## config.mk

```make
export PLATFORM = sky130hd
export DESIGN_NAME = tri_draw_scheduler
export DESIGN_NICKNAME = d
export VERILOG_FILES = /design/src/rtl/tri_draw_scheduler.sv
export SDC_FILE = /design/constraint.sdc
export NUM_CORES = 2
export LEC_CHECK = 0
export ABC_AREA = 1
export BUFFER_PORTS_ARGS = -buffer_cell sky130_fd_sc_hd__buf_4
export CORE_AREA = 2 2 329 331
export CTS_CLUSTER_SIZE = 24
export DETAILED_ROUTE_END_ITERATION = 10
export DIE_AREA = 0 0 331 333
export PLACE_DENSITY = 0.81
export SYNTH_ARGS = -nofsm -noshare
export SYNTH_HDL_FRONTEND = slang
export SYNTH_SLANG_ARGS = --single-unit
```

## constraint.sdc

```tcl
create_clock -name i_clk -period 21.1 [get_ports i_clk]
set_clock_uncertainty 0.15 [all_clocks]
set_input_delay 2.11 -clock i_clk [delete_from_list [all_inputs] [get_ports i_clk]]
set_output_delay 2.11 -clock i_clk [all_outputs]
set_load 0.05 [all_outputs]
```

## src/rtl/tri_draw_scheduler.sv

```systemverilog
// tri_draw_scheduler: round-robin two-requester triangle queue feeding the raster engine draw/busy handshake,
// holding each draw until the engine is idle and its EX pipeline has drained.
module tri_draw_scheduler #(
    parameter int TRI_W        = 270,
    parameter int DEPTH        = 4,
    parameter int DRAIN_CYCLES = 8,
    parameter int BUSY_TIMEOUT = 4
) (
    input  logic                       i_clk,
    input  logic                       i_reset,
    input  logic                       i_a_valid,
    input  logic [TRI_W-1:0]           i_a_tri,
    output logic                       o_a_ready,
    input  logic                       i_b_valid,
    input  logic [TRI_W-1:0]           i_b_tri,
    output logic                       o_b_ready,
    input  logic                       i_flush,
    output logic                       o_draw,
    output logic [TRI_W-1:0]           o_tri,
    input  logic                       i_busy,
    output logic                       o_tri_done,
    output logic [15:0]                o_tri_count,
    output logic [$clog2(DEPTH):0]     o_level,
    output logic                       o_idle
);
    localparam int AW  = $clog2(DEPTH);
    localparam int LW  = AW + 1;
    localparam int CW  = $clog2(DRAIN_CYCLES + 1);
    localparam int TOW = $clog2(BUSY_TIMEOUT + 1);

    typedef enum logic [2:0] {IDLE, ISSUE, WAIT_BUSY, WAIT_IDLE, DRAIN} state_t;

    state_t             state_q;
    logic [TRI_W-1:0]   mem_q [DEPTH];
    logic [AW-1:0]      wr_q, rd_q;
    logic [LW-1:0]      level_q;
    logic               rr_q;
    logic [CW-1:0]      drain_q;
    logic [TOW-1:0]     to_q;
    logic               draw_q, done_q;
    logic [TRI_W-1:0]   tri_q;
    logic [15:0]        tri_count_q;
    logic               full, can_push, grant_a, grant_b, push, pop, done_now;

    // rr_q=0 favours A; a lone valid requester wins regardless
    assign full      = level_q == LW'(DEPTH);
    assign can_push  = !full && !i_flush;
    assign grant_a   = can_push && i_a_valid && (!i_b_valid || !rr_q);
    assign grant_b   = can_push && i_b_valid && !grant_a;
    assign push      = grant_a || grant_b;
    assign pop       = state_q == IDLE && level_q != '0 && !i_flush;
    assign done_now  = state_q == DRAIN && drain_q == '0;

    assign o_a_ready   = grant_a;
    assign o_b_ready   = grant_b;
    assign o_draw      = draw_q;
    assign o_tri       = tri_q;
    assign o_tri_done  = done_q;
    assign o_tri_count = tri_count_q;
    assign o_level     = level_q;
    assign o_idle      = level_q == '0 && state_q == IDLE && !i_a_valid && !i_b_valid;

    always_ff @(posedge i_clk)
        if (push) mem_q[wr_q] <= grant_a ? i_a_tri : i_b_tri;

    always_ff @(posedge i_clk) begin
        if (i_reset) begin
            state_q     <= IDLE;
            wr_q        <= '0;
            rd_q        <= '0;
            level_q     <= '0;
            rr_q        <= 1'b0;
            drain_q     <= '0;
            to_q        <= '0;
            draw_q      <= 1'b0;
            done_q      <= 1'b0;
            tri_q       <= '0;
            tri_count_q <= '0;
        end else begin
            draw_q      <= 1'b0;
            done_q      <= done_now;
            tri_count_q <= tri_count_q + 16'(done_now);
            if (push) begin
                wr_q <= wr_q + 1'b1;
                rr_q <= grant_a;
            end
            if (i_flush) begin
                rd_q    <= wr_q;
                level_q <= '0;
            end else begin
                if (pop) rd_q <= rd_q + 1'b1;
                level_q <= level_q + LW'(push) - LW'(pop);
            end
            case (state_q)
                IDLE: if (pop) begin
                    tri_q   <= mem_q[rd_q];
                    draw_q  <= 1'b1;
                    state_q <= ISSUE;
                end
                ISSUE: begin
                    to_q    <= '0;
                    state_q <= WAIT_BUSY;
                end
                WAIT_BUSY:
                    if (i_busy) state_q <= WAIT_IDLE;
                    else if (to_q == TOW'(BUSY_TIMEOUT - 1)) begin
                        draw_q  <= 1'b1;
                        state_q <= ISSUE;
                    end else to_q <= to_q + 1'b1;
                WAIT_IDLE: if (!i_busy) begin
                    drain_q <= CW'(DRAIN_CYCLES - 1);
                    state_q <= DRAIN;
                end
                DRAIN:
                    if (drain_q == '0) state_q <= IDLE;
                    else drain_q <= drain_q - 1'b1;
                default: state_q <= IDLE;
            endcase
        end
    end
endmodule

```

; Word level (Yosys, flattened, before mapping)
; Memories as Yosys holds them, arrays and structs flattened. A register that Yosys moved wholly into a read port is not among the register bits.
; Cells that the tools add are included.
[word_totals]
out_inout_bits = 294
reg_bits = 36
ramBits = 1080
elab_cells = 83
input_bits = 546
n_memories = 1
[mem_list]
columns = memory, words, width, read_ports, rd_clocked_by_memory_dff, write_ports, line_no
row1 = mem_q, 4, 270, 1, 1, 1, 34  ; logic [TRI_W-1:0] mem_q [DEPTH];
[classes]
n_addsub = 7
n_mux = 21
n_reduce_logical = 31
n_eq_ne = 13
[op_table]
columns = operator, n
row1 = $mux 270, 1
row2 = $mux 3, 7
row3 = $add 16x1->16, 1
row4 = $pmux 3 s5, 1
row5 = $logic_and 1x1->1, 11
row6 = $ne 2x2->1 const B, 5
row7 = $eq 3x2->1 const B, 3
row8 = $mux 4, 2
row9 = $pmux 4 s2, 1
row10 = $eq 3x3->1 const B, 2
row11 = $logic_not 1->1, 6
row12 = $logic_not 3->1, 2
row13 = $pmux 3 s2, 1
row14 = $reduce_and 3->1, 2
row15 = $reduce_bool 2->1, 3
row16 = $mux 1, 5
row17 = $add 2x1->2 const B, 2
row18 = $logic_not 4->1, 1
row19 = $mux 2, 2
row20 = $reduce_and 4->1, 1
row21 = $sub 4x1->4 const B, 1
row22 = $add 3x1->3, 1
row23 = $add 3x1->3 const B, 1
row24 = $eq 3x1->1 const B, 1
row25 = other kinds (8), 9

; Logic depth before layout (Yosys ltp)
[logic_depth]
word_depth = 10
mapped_depth = 14
depth_no_buf = 14

; Worst setup path before layout
; No wires, ideal clock.
[synth_path]
path_type = input to register
start = in i_flush
end = mem mem_q[0][0] (enable)
required_ps = 20042
setup_ps = 908
path_stages = 4
arrival_time_ps = 13868
setup_slack_ps = 6174
n_path_buf = 1
cell_sequence = buf_2 -> a31oi_4 -> nand2_1 -> nor2_1
[synth_between]
elab_chain_len = 9
word_cells_on_any_way = 10
cone_classes = mux (2) / reduce/logical (8)
[synth_lines]
columns = element, line_no
row1 = "start, declared", 17  ; input logic i_flush,
row2 = $logic_not 1->1 (*), 47  ; assign can_push = !full && !i_flush;
row3 = $logic_and 1x1->1 (*), 47
row4 = $logic_and 1x1->1 (2 in a row), 48  ; assign grant_a = can_push && i_a_valid && (!i_b_valid || !rr_q);
row5 = $logic_not 1->1, 49  ; assign grant_b = can_push && i_b_valid && !grant_a;
row6 = $logic_and 1x1->1, 49
row7 = $logic_or 1x1->1 (*), 50  ; assign push = grant_a || grant_b;
row8 = $mux 1 (*) (2 in a row), 64  ; if (push) mem_q[wr_q] <= grant_a ? i_a_tri : i_b_tri;
row9 = "end, declared", 34
; Every way passes the cells marked *; elsewhere a longest branch is shown, timed or not.

; Worst setup path after layout
[layout_path]
start = in i_flush
end = out o_a_ready
[layout_between]
elab_chain_len = 4
[layout_lines]
columns = element, line_no
row1 = $logic_not 1->1, 47
row2 = $logic_and 1x1->1, 47
row3 = $logic_and 1x1->1 (2 in a row), 48
row4 = "end, declared", 13  ; output logic o_a_ready,
; No other way between the ends.

==> flow_summary_export.csv <==
group,metric,value,unit
critical_path,crit_end,"o_a_ready",
floorplanning,die_w,331,um
floorplanning,rows,120,
sta,worst_pin_slew,1230,ps
logic_synthesis,ys_types,32,
clock_tree,cts_hold_buffers,0,
logic_synthesis,syn_area_per_cell,11.0,um^2
clock_tree,cts_buffers,135,
clock_tree,cts_tree,"built",
clock_tree,numClockSinks,1386,
global_route,grt_pass1_wl,212000,um
floorplanning,core-area,107000,um^2
detailed_routing,drc,0,
sta,fin_hold_ws,324,ps
worst_hold_path,hold_class,"reg -> reg",
critical_path,endpoint_kind,"primary output",
cells_and_area,final_common_cell,"nor2_1",
critical_path,slowest_stage,"inv_8",
logic_synthesis,synth_warnings,0,
critical_path,startpoint,"i_flush",
global_route,grt_pass1_vias,38600,
critical_path,worstReg2RegStart,"o_level[1]",
detailed_routing,ant_nets,0,
global_route,met2_usage,41.7,%
sta,max_freq,0.158,GHz
detailed_routing,routed_wl,142000,um
logic_synthesis,syn-cell-area,54100,um^2
clock_tree,post-cts-setup-buffer-count,0,
clock_tree,htree_num_levels,4,
floorplanning,initial_core_util,50.8,%
cells_and_area,most-common-layout-cells,"nor2_1, edfxtp_1, buf_4",
global_route,use_met1,31.4,%
power,powerDensity,101,nW/um^2
critical_path,cp_max_fo,105,
critical_path,crit_path_max_incr_delay,540,ps
logic_synthesis,synth.ff_latch_count,1386,
logic_synthesis,synthCells,4919,
critical_path,reg2reg_slack,16670,ps
global_route,grtUsageTotal,24.9,%
clock_tree,clockRootBuffer,"clkbuf_16",
detailed_routing,viasPerCell,5.59,
placement,place_hpwl,83300,um
critical_path,cpMostUsedCell,"buf_4",
detailed_routing,drtIter0Drc,4025,
sta,final.setup.tns,0,ps
critical_path,path_class,"in -> out",
run,maxCapViolCount,0,
cells_and_area,final_cells,7130,
detailed_routing,routedWlPerCell,19.9,um
critical_path,path_cells,"buf_4 > a31oi_4 > nand3_4 > inv_8 > buf_4 > buf_4",
clock_tree,insertion_delay,740,ps
global_route,antenna_found_initial,7,
critical_path,crit_required,18840,ps
critical_path,start_kind,"primary input",
critical_path,rr_worst_depth,6,
critical_path,reg2reg_to,"mem_q[1][0]",
cells_and_area,drive_gt1_share,19.4,%
floorplanning,ios,840,
global_route,grt.busiest_layer,"met2",
global_route,grt_max_degree,260,
status,outcome,"finished, final reports clean",
detailed_routing,num_vias,39900,
sta,slew_headroom,18.2,%
placement,dp.cells,6874,
clock_tree,cts.path.max_buffers,3,
global_route,grt.overflow.total,0,
detailed_routing,firstDrtPassIters,6,
cells_and_area,final_nets,6167,
clock_tree,clk_pin_slew_worst_paths,60,ps
sta,period_share,30.0,%
logic_synthesis,synth_nets,5478,
power,power_leakage,0.0256,uW
sta,grt_setup_unrepaired,"no",
cells_and_area,utilization,61.5,%
global_route,use_met3,5.12,%
floorplanning,dieArea,110000,um^2
critical_path,cp.arrival,4080,ps
floorplanning,die_h,333,um
placement,gp_congestion,0.855,
logic_synthesis,ys_seq_area_share,71.3,%
cells_and_area,area_delta_synth_final,21.1,%
sta,report.final.slew_viol_count,0,
sta,period_needed,6340,ps
sta,setup_viol,0,
power,ir_worst_vdd,0.0581,mV
clock_tree,cts_resized,0,
power,fin_total_pwr,6630,uW
placement,port_buffers,839,
sta,finalHoldViolations,0,
## where the power goes
group | switching, uW | internal [uW]
Sequential | 76.3 | 3130
Combinational | 739 | 297
Clock | 1020 | 1370
Total | 1830 | 4800
## layout make-up
class | instances | area (um^2)
multi-input cells | 3151 | 13900
diodes | 7 | 17.5
inverters | 52 | 239
flip-flops and latches | 1386 | 38600
clock buffers | 183 | 3810
repair buffers | 882 | 6660
clock inverters | 66 | 606
fillers | 7943 | 41100
well taps | 1403 | 1760
## per-layer routing
layer	vias up	wire, um
li1	18500	-
met1	19100	54300
met2	2025	69900
met3	289	12800
met4	0	4990
met5	-	0
## Yosys cell counts
| library cell | n | area [um^2] |
|---|---|---|
| a21oi_1 | 23 | 115 |
| a31oi_4 | 1 | 21.3 |
| a41oi_1 | 1 | 8.76 |
| buf_1 | 5 | 18.8 |
| buf_2 | 101 | 505 |
| buf_4 | 1 | 7.51 |
| buf_6 | 22 | 248 |
| clkbuf_1 | 201 | 754 |
| clkinv_1 | 2 | 7.51 |
| clkinv_2 | 1 | 5.00 |
| dfxtp_1 | 306 | 6130 |
| edfxtp_1 | 1080 | 32400 |
| fa_1 | 1 | 20.0 |
| ha_1 | 12 | 150 |
| inv_1 | 46 | 173 |
| inv_2 | 3 | 11.3 |
| nand2_1 | 864 | 3240 |
| nand3_1 | 17 | 85.1 |
| nand3_2 | 2 | 20.0 |
| nand3b_4 | 1 | 20.0 |
| nand4_1 | 7 | 43.8 |
| nor2_1 | 1116 | 4190 |
| nor2_2 | 1 | 6.26 |
| nor2_4 | 1 | 11.3 |
| nor3_1 | 10 | 50.1 |
| o21a_1 | 2 | 15.0 |
| o21ai_0 | 674 | 3370 |
| o21ai_1 | 142 | 711 |
| o22ai_1 | 270 | 1690 |
| or2_2 | 1 | 6.26 |
| xnor2_1 | 2 | 17.5 |
| xor2_1 | 3 | 26.3 |
## critical path, delay by kind of cell
kind                   cells  cell delay (ps)
buffers and inverters      4             1330
and+or+nand+nor            1              340
AOI/OAI and AO/OA          1              230
## how the worst min path moves through the flow
stage                        from       to  slack [ps]  cells after the start
after floorplan              rr_q     rr_q         290                      2
after global placement    to_q[1]  to_q[1]         300                      2
after detailed placement  to_q[1]  to_q[1]         320                      2
after CTS                 to_q[1]  to_q[1]         330                      2
after global routing      to_q[1]  to_q[1]         350                      2
final                     to_q[1]  to_q[1]         320                      2
## state kept, by name, indices dropped and copies added, names as in the netlist
name         flops
o_level          3
state_q          3
to_q             3
rr_q             1
o_draw           1
o_tri_done       1
mem_q         1080
o_tri          270
wr_q             2
rd_q             2
o_tri_count     16
drain_q          4
## stage by stage
| step | area (um^2) | setup slack, ps |
|---|---|---|
| 2_1_floorplan | 54100 | 6170 |
| 3_3_place_gp | 61100 | 14810 |
| 3_5_place_dp | 61100 | 14760 |
| 4_1_cts | 65500 | 14760 |
| 5_1_grt | 65500 | 14640 |
| 6_report | 65500 | 14760 |
## logic make-up after synthesis
kind of cell | Yosys count | share of synthesized area, %
AND/OR/NAND/NOR | 2020 | 14.2
flip-flops | 1386 | 71.3
AO/OA/AOI/OAI | 1113 | 11.0
buffers and inverters | 382 | 3.20
adder cells (fa/ha/maj) | 13 | 0.314
XOR/XNOR | 5 | 0.0809
(Power assumes the default switching activity.)
